$ cat src/rtl/muldiv_pkg.sv
// Shared constants for the iterative RV32M multiply/divide unit: op codes, FSM states, defaults.
// Also holds the per-op signedness decode used when conditioning operands.
package muldiv_pkg;

    localparam int XLEN_DEFAULT  = 32;
    localparam int CNT_W_DEFAULT = 6;

    localparam logic [2:0] F3_MUL    = 3'b000;
    localparam logic [2:0] F3_MULH   = 3'b001;
    localparam logic [2:0] F3_MULHSU = 3'b010;
    localparam logic [2:0] F3_MULHU  = 3'b011;
    localparam logic [2:0] F3_DIV    = 3'b100;
    localparam logic [2:0] F3_DIVU   = 3'b101;
    localparam logic [2:0] F3_REM    = 3'b110;
    localparam logic [2:0] F3_REMU   = 3'b111;

    typedef enum logic [1:0] {
        S_IDLE = 2'd0,
        S_CALC = 2'd1,
        S_FIX  = 2'd2,
        S_DONE = 2'd3
    } state_t;

    function automatic logic op_a_signed(input logic [2:0] f3);
        return (f3 == F3_MULH) || (f3 == F3_MULHSU) || (f3 == F3_DIV) || (f3 == F3_REM);
    endfunction

    function automatic logic op_b_signed(input logic [2:0] f3);
        return (f3 == F3_MULH) || (f3 == F3_DIV) || (f3 == F3_REM);
    endfunction

endpackage

$ cat src/rtl/muldiv_sign_fix.sv
// Conditional two's-complement negate: absolute value on the way in, sign restore on the way out.
// Purely combinational, zero latency, no flow control.
module muldiv_sign_fix #(
    parameter int W = 32
) (
    input  logic [W-1:0] din,
    input  logic         neg,
    output logic [W-1:0] dout
);

    assign dout = neg ? (~din + W'(1)) : din;

endmodule

$ cat src/rtl/muldiv_unit.sv
// Iterative RV32M mul/div: 34-edge latency for normal ops, 1 edge for divide special cases.
// Start is only sampled in IDLE; the unit ignores requests while busy or presenting done.
module muldiv_unit
    import muldiv_pkg::*;
#(
    parameter int XLEN  = XLEN_DEFAULT,
    parameter int CNT_W = CNT_W_DEFAULT
) (
    input  logic            clk,
    input  logic            rst,
    input  logic            start,
    input  logic [2:0]      funct3,
    input  logic [XLEN-1:0] A,
    input  logic [XLEN-1:0] B,
    output logic            busy,
    output logic            done,
    output logic [XLEN-1:0] result
);

    localparam logic [XLEN-1:0] MIN_NEG  = {1'b1, {(XLEN-1){1'b0}}};
    localparam logic [XLEN-1:0] ALL_ONES = '1;

    state_t            state_q, state_d;
    logic [CNT_W-1:0]  cnt_q, cnt_d;
    logic [2:0]        f3_q, f3_d;
    logic [XLEN-1:0]   opb_q, opb_d;
    logic [XLEN-1:0]   hi_q, hi_d;
    logic [XLEN-1:0]   lo_q, lo_d;
    logic              neg_res_q, neg_res_d;
    logic              neg_rem_q, neg_rem_d;
    logic [XLEN-1:0]   result_q, result_d;
    logic              busy_q, busy_d;
    logic              done_q, done_d;

    logic              a_neg, b_neg;
    logic [XLEN-1:0]   a_mag, b_mag;
    logic              div_by_zero, div_ovf, div_special;
    logic [XLEN-1:0]   special_res;

    logic [XLEN-1:0]   mul_addend;
    logic [XLEN:0]     mul_sum;
    logic [XLEN:0]     div_shift, div_diff;
    logic              div_ge;

    logic [2*XLEN-1:0] prod_fix;
    logic [XLEN-1:0]   quo_fix, rem_fix;
    logic [XLEN-1:0]   fix_res;

    // Operand conditioning: iterate on magnitudes, remember the signs for the fixup step.
    assign a_neg = op_a_signed(funct3) & A[XLEN-1];
    assign b_neg = op_b_signed(funct3) & B[XLEN-1];

    muldiv_sign_fix #(.W(XLEN)) u_abs_a (.din(A), .neg(a_neg), .dout(a_mag));
    muldiv_sign_fix #(.W(XLEN)) u_abs_b (.din(B), .neg(b_neg), .dout(b_mag));

    assign div_by_zero = (B == '0);
    assign div_ovf     = ~funct3[0] && (A == MIN_NEG) && (B == ALL_ONES);
    assign div_special = funct3[2] && (div_by_zero || div_ovf);

    // funct3[1] separates REM/REMU from DIV/DIVU within the divide group.
    always_comb begin
        special_res = '0;
        if (div_by_zero) begin
            special_res = funct3[1] ? A : ALL_ONES;
        end else begin
            special_res = funct3[1] ? '0 : MIN_NEG;
        end
    end

    // hi/lo double as product {hi,lo} for multiply and as remainder/quotient for divide.
    assign mul_addend = lo_q[0] ? opb_q : '0;
    assign mul_sum    = {1'b0, hi_q} + {1'b0, mul_addend};
    assign div_shift  = {hi_q, lo_q[XLEN-1]};
    assign div_diff   = div_shift - {1'b0, opb_q};
    assign div_ge     = ~div_diff[XLEN];

    muldiv_sign_fix #(.W(2*XLEN)) u_fix_prod (.din({hi_q, lo_q}), .neg(neg_res_q), .dout(prod_fix));
    muldiv_sign_fix #(.W(XLEN))   u_fix_quo  (.din(lo_q),         .neg(neg_res_q), .dout(quo_fix));
    muldiv_sign_fix #(.W(XLEN))   u_fix_rem  (.din(hi_q),         .neg(neg_rem_q), .dout(rem_fix));

    always_comb begin
        fix_res = '0;
        if (!f3_q[2]) begin
            fix_res = (f3_q[1:0] == 2'b00) ? prod_fix[XLEN-1:0] : prod_fix[2*XLEN-1:XLEN];
        end else begin
            fix_res = f3_q[1] ? rem_fix : quo_fix;
        end
    end

    always_comb begin
        state_d   = state_q;
        cnt_d     = cnt_q;
        f3_d      = f3_q;
        opb_d     = opb_q;
        hi_d      = hi_q;
        lo_d      = lo_q;
        neg_res_d = neg_res_q;
        neg_rem_d = neg_rem_q;
        result_d  = result_q;
        busy_d    = 1'b0;
        done_d    = 1'b0;

        unique case (state_q)
            S_IDLE: begin
                if (start) begin
                    f3_d = funct3;
                    if (div_special) begin
                        result_d = special_res;
                        state_d  = S_DONE;
                    end else begin
                        opb_d     = b_mag;
                        hi_d      = '0;
                        lo_d      = a_mag;
                        neg_res_d = a_neg ^ b_neg;
                        neg_rem_d = a_neg;
                        cnt_d     = CNT_W'(XLEN);
                        state_d   = S_CALC;
                    end
                end
            end
            S_CALC: begin
                if (f3_q[2]) begin
                    hi_d = div_ge ? div_diff[XLEN-1:0] : div_shift[XLEN-1:0];
                    lo_d = {lo_q[XLEN-2:0], div_ge};
                end else begin
                    hi_d = mul_sum[XLEN:1];
                    lo_d = {mul_sum[0], lo_q[XLEN-1:1]};
                end
                cnt_d = cnt_q - CNT_W'(1);
                if (cnt_q == CNT_W'(1)) begin
                    state_d = S_FIX;
                end
            end
            S_FIX: begin
                result_d = fix_res;
                state_d  = S_DONE;
            end
            S_DONE: begin
                state_d = S_IDLE;
            end
            default: begin
                state_d = S_IDLE;
            end
        endcase

        busy_d = (state_d == S_CALC) || (state_d == S_FIX);
        done_d = (state_d == S_DONE);
    end

    always_ff @(posedge clk) begin
        if (rst) begin
            state_q   <= S_IDLE;
            cnt_q     <= '0;
            f3_q      <= '0;
            opb_q     <= '0;
            hi_q      <= '0;
            lo_q      <= '0;
            neg_res_q <= 1'b0;
            neg_rem_q <= 1'b0;
            result_q  <= '0;
            busy_q    <= 1'b0;
            done_q    <= 1'b0;
        end else begin
            state_q   <= state_d;
            cnt_q     <= cnt_d;
            f3_q      <= f3_d;
            opb_q     <= opb_d;
            hi_q      <= hi_d;
            lo_q      <= lo_d;
            neg_res_q <= neg_res_d;
            neg_rem_q <= neg_rem_d;
            result_q  <= result_d;
            busy_q    <= busy_d;
            done_q    <= done_d;
        end
    end

    assign busy   = busy_q;
    assign done   = done_q;
    assign result = result_q;

endmodule
$ cat config.mk
export PLATFORM = sky130hd
export DESIGN_NAME = muldiv_unit
export DESIGN_NICKNAME = d
export VERILOG_FILES = /design/src/rtl/muldiv_pkg.sv /design/src/rtl/muldiv_sign_fix.sv /design/src/rtl/muldiv_unit.sv
export SDC_FILE = /design/constraint.sdc
export NUM_CORES = 1
export LEC_CHECK = 0
export ABC_CLOCK_PERIOD_IN_PS = 3100
export BUFFER_PORTS_ARGS = -buffer_cell sky130_fd_sc_hd__buf_4
export CAP_MARGIN = 20
export CORE_MARGIN = 3
export CORE_UTILIZATION = 35
export CTS_CLUSTER_DIAMETER = 120
export DETAILED_ROUTE_END_ITERATION = 6
export SYNTH_ARGS = -nofsm -noshare
export SYNTH_HDL_FRONTEND = slang
export SYNTH_SLANG_ARGS = --single-unit
$ cat constraint.sdc
create_clock -name clk -period 3.1 [get_ports clk]
set_clock_uncertainty 0.15 [all_clocks]
set_input_delay 0.31 -clock clk [delete_from_list [all_inputs] [get_ports clk]]
set_output_delay 0.31 -clock clk [all_outputs]
set_load 0.005 [all_outputs]
* Word-level counts from Yosys, hierarchy flattened
Cells that the tools add are included.
** Word-level totals
- Register bits after elaboration :: 143
** Operators by class
- Eq/ne operators :: 16
- Bitwise operators :: 11
- Reductions and logical operators :: 19
- Muxes and demuxes :: 31
- $add $sub $neg :: 8
** Operator list (number)
- $mux 32 :: 20
- $pmux 32 s2 :: 3
- $add 32x1->32 const B :: 4
- $not 32->32 :: 4
- $add 64x1->64 const B :: 1
- $eq 32x32->1 const B :: 2
- $mux 64 :: 1
- $not 64->64 :: 1
- $add 32x32->33 :: 1
- $sub 33x32->33 :: 1
- $logic_not 32->1 :: 1
- $mux 6 :: 2
- $pmux 6 s2 :: 1
- $reduce_and 3->1 :: 3
- $eq 2x2->1 const B :: 4
- $pmux 2 s4 :: 1
- $logic_or 1x1->1 :: 7
- $eq 3x3->1 const B :: 2
- $eq 6x1->1 const B :: 1
- $mux 2 :: 3
- $ne 2x2->1 const B :: 3
- $sub 6x1->6 const B :: 1
- $eq 2x1->1 const B :: 2
- $logic_not 2->1 :: 2
- other kinds (8) :: 14

* Depth between registers and ports, before layout
Gate-level depths: netlist of the first run.
- Depth in word-level cells :: 10
- Depth in mapped cells :: 14

* Hierarchy
From an unflattened synthesis of the first run, not the netlist that was laid out.
** Second synthesis, totals
- Cell total of the unflattened synthesis :: 2035
- Area total of the unflattened synthesis :: 16006.6 µm²
** By module, submodules not included
- muldiv_unit :: instances 1, area each 11249.5 µm², cells an instance 1433, sequential area each 2862.7 µm²
- muldiv_sign_fix (u_abs_a ...) :: instances 4, area each 777.0 µm², cells an instance 99, sequential area each 0.0 µm²
- muldiv_sign_fix (u_fix_prod) :: instances 1, area each 1649.1 µm², cells an instance 206, sequential area each 0.0 µm²

* Worst setup path before layout of the first run
No wires, ideal clock.
- Path kind :: reg-to-reg
- Start point :: reg lo_q[0]
- End point :: reg hi_q[29]
- Stages on the path, launching flop included :: 15
- Period minus slack after synthesis :: 3.272 ns
- Path slack :: -0.172 ns
- Arrival time :: 3.004 ns
- Buffers on the path :: 2
- Path through :: dfxtp_1 inv_1 buf_1 nor2_1 ha_1 clkbuf_1 a21o_1 a21o_1 nor4_1 o21ai_0 a31oi_1 nor3_1 o41ai_1 mux2i_1 a32o_1
** On the way
- Cells in the longest elaborated chain, start to end :: 4
** RTL lines
- from (decl) :: RTL line muldiv_unit.sv:28 : logic [XLEN-1:0] lo_q, lo_d;
- from (signal assigned) :: RTL line muldiv_unit.sv:169 : lo_q <= lo_d;
- $mux 32 :: RTL line muldiv_unit.sv:71 : assign mul_addend = lo_q[0] ? opb_q : '0;
- $add 32x32->33 :: RTL line muldiv_unit.sv:72 : assign mul_sum = {1'b0, hi_q} + {1'b0, mul_addend};
- $mux 32 :: RTL line muldiv_unit.sv:122 : if (f3_q[2]) begin
- $pmux 32 s2 :: RTL line muldiv_unit.sv:103 : unique case (state_q)
- to (signal assigned) :: RTL line muldiv_unit.sv:168 : hi_q <= hi_d;
- to (decl) :: RTL line muldiv_unit.sv:27 : logic [XLEN-1:0] hi_q, hi_d;
Every way passes these cells.
A chain may end at the register's enable or synchronous reset.

* Final worst setup path of the first run
- Start point :: reg hi_q[7]
- End point :: reg result_q[30], in the netlist result[30]
** On the way
- Cells in the longest elaborated chain, start to end :: 6
** RTL lines
- $not 64->64 or $not 32->32 (tied branches) :: RTL line muldiv_sign_fix.sv:11 : assign dout = neg ? (~din + W'(1)) : din;
- $add 64x1->64 or $add 32x1->32 (tied branches) :: RTL line muldiv_sign_fix.sv:11
- $mux 64 or $mux 32 (tied branches) :: RTL line muldiv_sign_fix.sv:11
- $mux 32, on equally long branches :: RTL line muldiv_unit.sv:84, muldiv_unit.sv:86
- $mux 32 (*) :: RTL line muldiv_unit.sv:83 : if (!f3_q[2]) begin
- $pmux 32 s2 (*) :: RTL line muldiv_unit.sv:103
- to (signal assigned) :: RTL line muldiv_unit.sv:172 : result_q <= result_d;
- to (decl) :: RTL line muldiv_unit.sv:31 : logic [XLEN-1:0] result_q, result_d;
Mark *: on every way between the ends. The rest lies on a longest branch, timed or not.

==> results.toml, run 1 <==
[synthesis]
yosys_warnings = 0
ys_seq_elements = 143
synth_area_um2 = 14300
synth_edf_count = 0
postSynthAreaPerCell_um2 = 7.20
async_reset_ff_share_pct = 0
synth_cells = 1982
mappedNetlistNets = 2126
ys_dominant_reg_cell = "dfxtp_1"
synthDistinctLibCells = 86
seq_area_frac_synth_pct = 20.0

[place]
place_ws_ns = -0.436
portBuffers = 103
place_inst = 2818
gp_congestion = 0.972
dpl.hpwl_um = 46200

[worst_setup_path]
crit_path_cell_trace = "buf_6, or4_4, or4_4, or3_4, nor3_4, nand3_2, nor3_2, xor2_1, o2111ai_1, a22o_1"
crit_path_max_incr_delay_ns = 0.57
cp.required_ns = 3.28
end_kind = "register"
cpMostUsedCell = "or4_4"
crit_type = "reg -> reg"
path_max_fanout = 4
cp-start-kind = "register"
crit_family = "simple AND/OR/NAND/NOR gates"
cp_data_arrival_time_ns = 3.38
cp_num_buf_inv = 1
cpMaxStageDelayCell = "or4_4"

[grt]
grt_pass1_vias = 15800
grt_first_pass_wirelength_um = 90500
grt_max_degree = 61
overflow = 0
grt_use_total_pct = 26.0
grt_antenna_before_repair = 2

[cells_and_area]
drive_gt1_share_pct = 33.0
fin_nets = 2501
layout_commonest_cell = "buf_4"
layout_common_cells = "buf_4 (476), nand2_1 (193), nor2_1 (183)"
finalNonFillerCells = 2896
syn2layout_area_growth_pct = 41.4
final_util_pct = 50.5

[timing]
hold_violations = 0
final-setup-viol-count = 11
report.final.slew_viol_count = 0
rsz0062_at_grt = "yes"
finalCritPeriodShare_pct = 103
worst_hold_slack_ns = 0.0425
relSlewSlack_pct = 31.8
fmax_mhz = 313
fin_ws_ns = -0.0948
fin_crit_ns = 3.19
tightest_slew_ns = 1.02

[clock_tree]
clockBufferDepth = 2
clock_sinks = 143
cts-hold-fix-buffers = 0
cts_made_buffers = 17
clkLatencyLatePin_ns = 0.45
cts_root_buf = "clkbuf_16"
clk_pin_slew_ns = 0.07
htree_levels = 4
tritoncts = "built"

[floorplan]
die_w_um = 208
fp.dieH_um = 208
num_io_pins = 104
start_util_pct = 35.7
die_area_um2 = 43300
fp-row-count = 73
core_area_um2 = 40000

[routing]
first_pass_iters = 5
vias = 17000
via_per_inst = 5.88
avgRoutedWirePerCell_um = 21.0
drtIter0Drc = 1654
drc = 0
ant_nets = 0
routed_wl_um = 60800

[pwr]
power.density_nw_per_um2 = 376
peakVddDrop_mv = 0.318
p_leak_nw = 8.36

[worst_hold_path]
hold_path_class = "in -> reg"

[outcome]
status = "complete, but fails checks"
failed_checks = "negative setup slack"

[run]
drv_cap = 0
## registers in the layout, indices dropped and copies added, names as in the netlist
signal / count
f3_q: 3
lo_q: 32
state_q: 2
neg_rem_q: 1
hi_q: 32
opb_q: 32
done: 1
result: 32
neg_res_q: 1
busy: 1
cnt_q: 6
## repair_timing
item / 4_1_cts / 5_1_grt
setup endpoints to repair: 48 / 61
hold endpoints to repair: 0 / 0
resized for setup: 87 / 230
pin swaps: 24 / 90
buffers inserted: 10 / 34
gates cloned: 0 / 1
## per-layer routing
layer  track usage [%]  up-vias  wire [µm]
li1                  -     7989          -
met1              35.9     8128      26300
met2              41.6      763      27500
met3              4.15      132       4810
met4              8.63        2       2140
met5                 0        -         13
## metrics by stage
stage | power [mW] | instance area [µm²] | TNS, ns
2_1_floorplan | 3.77 | 14300 | -0.00211
3_3_place_gp | 4.98 | 17900 | -23.05
3_5_place_dp | 5.01 | 17900 | -24.29
4_1_cts | 7.27 | 19000 | -0.101
5_1_grt | 7.92 | 20200 | -2.82
6_report | 7.59 | 20200 | -0.476
## cell families (layout without fill, tap and decap cells)
family / after synthesis / after routing / share of synthesized area, %
buffers and inverters: 212 / 600 / 6.21
flip-flops: 143 / 143 / 20.0
other: 0 / 1 / 0
XOR/XNOR: 189 / 189 / 11.6
adder cells (fa/ha/maj): 74 / 74 / 6.59
multiplexers: 51 / 51 / 3.58
AO/OA/AOI/OAI: 634 / 634 / 28.8
AND/OR/NAND/NOR: 679 / 679 / 23.2
## final cells by class
class	instances	area [µm²]
diodes	1	2.50
clock buffers	18	429
clock inverters	14	155
fillers	3872	19800
inverters	62	238
multi-input cells	1627	11800
flip-flops and latches	143	2900
well taps	525	657
repair buffers	506	4050
## where the power goes
group | internal [mW] | switching (mW) | leakage [nW] | total [mW]
Sequential | 1.98 | 0.151 | 1.18 | 2.13
Clock | 1.20 | 0.973 | 0.282 | 2.17
Combinational | 1.46 | 1.83 | 6.90 | 3.29
## worst paths after layout
kind | start | to | slack, ns | cells past startpoint
worst max-delay path | hi_q[7]$_SDFFE_PP0P_ | result[30]$_SDFFE_PP0P_ | -0.09 | 10
worst min-delay path | funct3[0] | f3_q[0]$_SDFFE_PP0P_ | 0.04 | 3
worst max register to register | hi_q[7]$_SDFFE_PP0P_ | result[30]$_SDFFE_PP0P_ | -0.09 | 10
worst min register to register | result[6]$_SDFFE_PP0P_ | result[6]$_SDFFE_PP0P_ | 0.30 | 2
## worst reg2reg max path, cell delays in order, from the launching register on
cell,delay [ns]
dfxtp_2,0.33
buf_6,0.11
or4_4,0.57
or4_4,0.54
or3_4,0.37
nor3_4,0.19
nand3_2,0.14
nor3_2,0.14
xor2_1,0.19
o2111ai_1,0.12
a22o_1,0.22
## cell usage after synthesis, types with 20 or more instances
master      n  share of area, %
o211ai_1   29               1.5
a21o_1     27               1.4
o31ai_1    37               1.9
nor2b_1    20              0.88
xnor2_1    81               5.0
o21ai_0   166               5.8
dfxtp_1   143                20
nor2_1    196               5.2
or3_1      32               1.4
nand3_1    33               1.2
inv_1      60               1.6
nor3_1     49               1.7
nand2b_1   21              0.92
mux2i_1    51               3.6
clkbuf_1  110               2.9
a21oi_1   144               5.0
a211oi_1   56               2.9
xor2_1    108               6.6
nand2_1   202               5.3
ha_1       72               6.3
nand4_1    27               1.2
No activity file was read; power rests on OpenSTA's default activity.
==> run 2: changes to the inputs <==
--- a/config.mk
+++ b/config.mk
@@ -8,10 +8,14 @@
 export ABC_CLOCK_PERIOD_IN_PS = 3100
 export BUFFER_PORTS_ARGS = -buffer_cell sky130_fd_sc_hd__buf_4
 export CAP_MARGIN = 20
+export CELL_PAD_IN_SITES_DETAIL_PLACEMENT = 1
+export CELL_PAD_IN_SITES_GLOBAL_PLACEMENT = 1
 export CORE_MARGIN = 3
 export CORE_UTILIZATION = 35
 export CTS_CLUSTER_DIAMETER = 120
+export CTS_CLUSTER_SIZE = 25
 export DETAILED_ROUTE_END_ITERATION = 6
+export PLACE_DENSITY_LB_ADDON = 0.1
 export SYNTH_ARGS = -nofsm -noshare
 export SYNTH_HDL_FRONTEND = slang
 export SYNTH_SLANG_ARGS = --single-unit
==> results.toml, run 2 (synthesis results as in run 1) <==
[timing]
fin_ws_ns = -0.147
fmax_mhz = 308
worst_hold_slack_ns = 0.0283
tightest_slew_ns = 0.763
rsz0062_at_grt = "yes"
final-setup-viol-count = 16
fin_crit_ns = 3.25
relSlewSlack_pct = 49.1
finalCritPeriodShare_pct = 105
hold_violations = 0
report.final.slew_viol_count = 0
fin_tns_setup_ns = -1.22

[clock_tree]
clk_pin_slew_ns = 0.07
clock_sinks = 143
clockBufferDepth = 2
htree_levels = 4
cts_root_buf = "clkbuf_16"
cts_made_buffers = 17
clkLatencyLatePin_ns = 0.46
tritoncts = "built"

[worst_setup_path]
endpoint = "hi_q[23]$_SDFFE_PP0P_"
crit_family = "simple AND/OR/NAND/NOR gates"
timing.rr.start = "lo_q[0]$_SDFFE_PP0P_"
reg2reg_to = "hi_q[23]$_SDFFE_PP0P_"
cp.depth = 16
cp_data_arrival_time_ns = 3.45
end_kind = "register"
crit_path_cell_trace = "inv_4, buf_12, buf_4, nor2_4, ha_4, buf_4, nand4_1, nor2_2, nor4_4, o21ai_4, a31oi_4, buf_6, o32ai_4, or3_1, a32oi_1, nand3_1"
cp_num_buf_inv = 5
rrSetupSlack_ns = -0.15
cpMostUsedCell = "buf_4"
cpMaxStageDelayCell = "dfxtp_4"
crit_start = "lo_q[0]$_SDFFE_PP0P_"
cp-start-kind = "register"
cp.required_ns = 3.30
reg2reg_depth = 16
crit_path_max_incr_delay_ns = 0.37
path_max_fanout = 12
crit_type = "reg -> reg"

[routing]
routed_wl_um = 69900
top_layer = "met4"
drc = 0
via_per_inst = 5.93
vias = 17400
drtIter0Drc = 1250
first_pass_iters = 5
ant_nets = 0
avgRoutedWirePerCell_um = 23.8
routed-wl-met2_um = 31200
wl_met1_um = 32300
dr_wl_met3_um = 4230

[floorplan]
core_area_um2 = 40000
fp-row-count = 73
die_w_um = 208
num_io_pins = 104
start_util_pct = 35.7
die_area_um2 = 43300
fp.dieH_um = 208

[place]
place_inst = 2851
placed_area_um2 = 18200
place_ws_ns = -0.541
portBuffers = 103
gp_congestion = 0.920
dpl.hpwl_um = 53700

[cells_and_area]
layout_common_cells = "buf_4 (510), nand2_1 (187), nor2_1 (181)"
final_area_um2 = 20800
fin_nets = 2547
layout_commonest_cell = "buf_4"
antenna_cells = 0
finalNonFillerCells = 2940
syn2layout_area_growth_pct = 45.6
drive_gt1_share_pct = 35.4
final_util_pct = 52.0

[pwr]
power.density_nw_per_um2 = 387
peakVddDrop_mv = 0.444
p_leak_nw = 8.64
power_mw = 8.05

[outcome]
failed_checks = "negative setup slack"
status = "complete, but fails checks"

[grt]
grt_first_pass_wirelength_um = 105000
grt_max_degree = 52
grt_pass1_vias = 17500
grt_use_total_pct = 30.8
grt_antenna_before_repair = 0
overflow = 0

[run]
drv_cap = 0

[worst_hold_path]
hold_path_class = "in -> reg"
-- run 2: power by group --
part / switching [mW] / leakage [nW] / internal [mW]
Combinational: 1.99 / 7.15 / 1.54
Clock: 0.927 / 0.308 / 1.46
Sequential: 0.150 / 1.18 / 1.98
Total: 3.06 / 8.64 / 4.98
-- run 2: final cells by class --
| type | count | area (µm²) |
|---|---|---|
| clock buffer | 20 | 457 |
| sequential | 143 | 2900 |
| inverter | 62 | 235 |
| multi-input combinational | 1627 | 11900 |
| clock inverter | 11 | 188 |
| tap | 525 | 657 |
| fill | 4895 | 19200 |
| timing repair buffer | 552 | 4430 |
-- run 2: per-layer routing --
metal,track usage [%],vias to the layer above
met4,9.28,0
met1,44.3,8714
met2,47.7,536
met5,0,-
li1,-,8071
met3,4.18,107
-- run 2: tightest hold or removal path, stage by stage --
cell,delay (ns)
buf_4,0.14
nand3_1,0.07
a21oi_1,0.07
-- run 2: worst min-delay path by stage --
stage / from / end / cells after the start
after global placement: result[9]$_SDFFE_PP0P_ / result[9]$_SDFFE_PP0P_ / 1
after global routing: B[31] / opb_q[31]$_SDFFE_PP0P_ / 3
after floorplan: result[16]$_SDFFE_PP0P_ / result[16]$_SDFFE_PP0P_ / 2
after detailed placement: result[10]$_SDFFE_PP0P_ / result[10]$_SDFFE_PP0P_ / 2
after CTS: funct3[0] / f3_q[0]$_SDFFE_PP0P_ / 3
final: B[31] / opb_q[31]$_SDFFE_PP0P_ / 3
-- run 2: what timing repair did --
item / CTS / global route
pin swaps: 44 / 107
hold endpoints to repair: 1 / 0
gates cloned: 0 / 0
endpoints found under the setup margin: 60 / 66
hold buffers: 1 / 0
resized for setup: 141 / 235
buffers inserted: 25 / 33
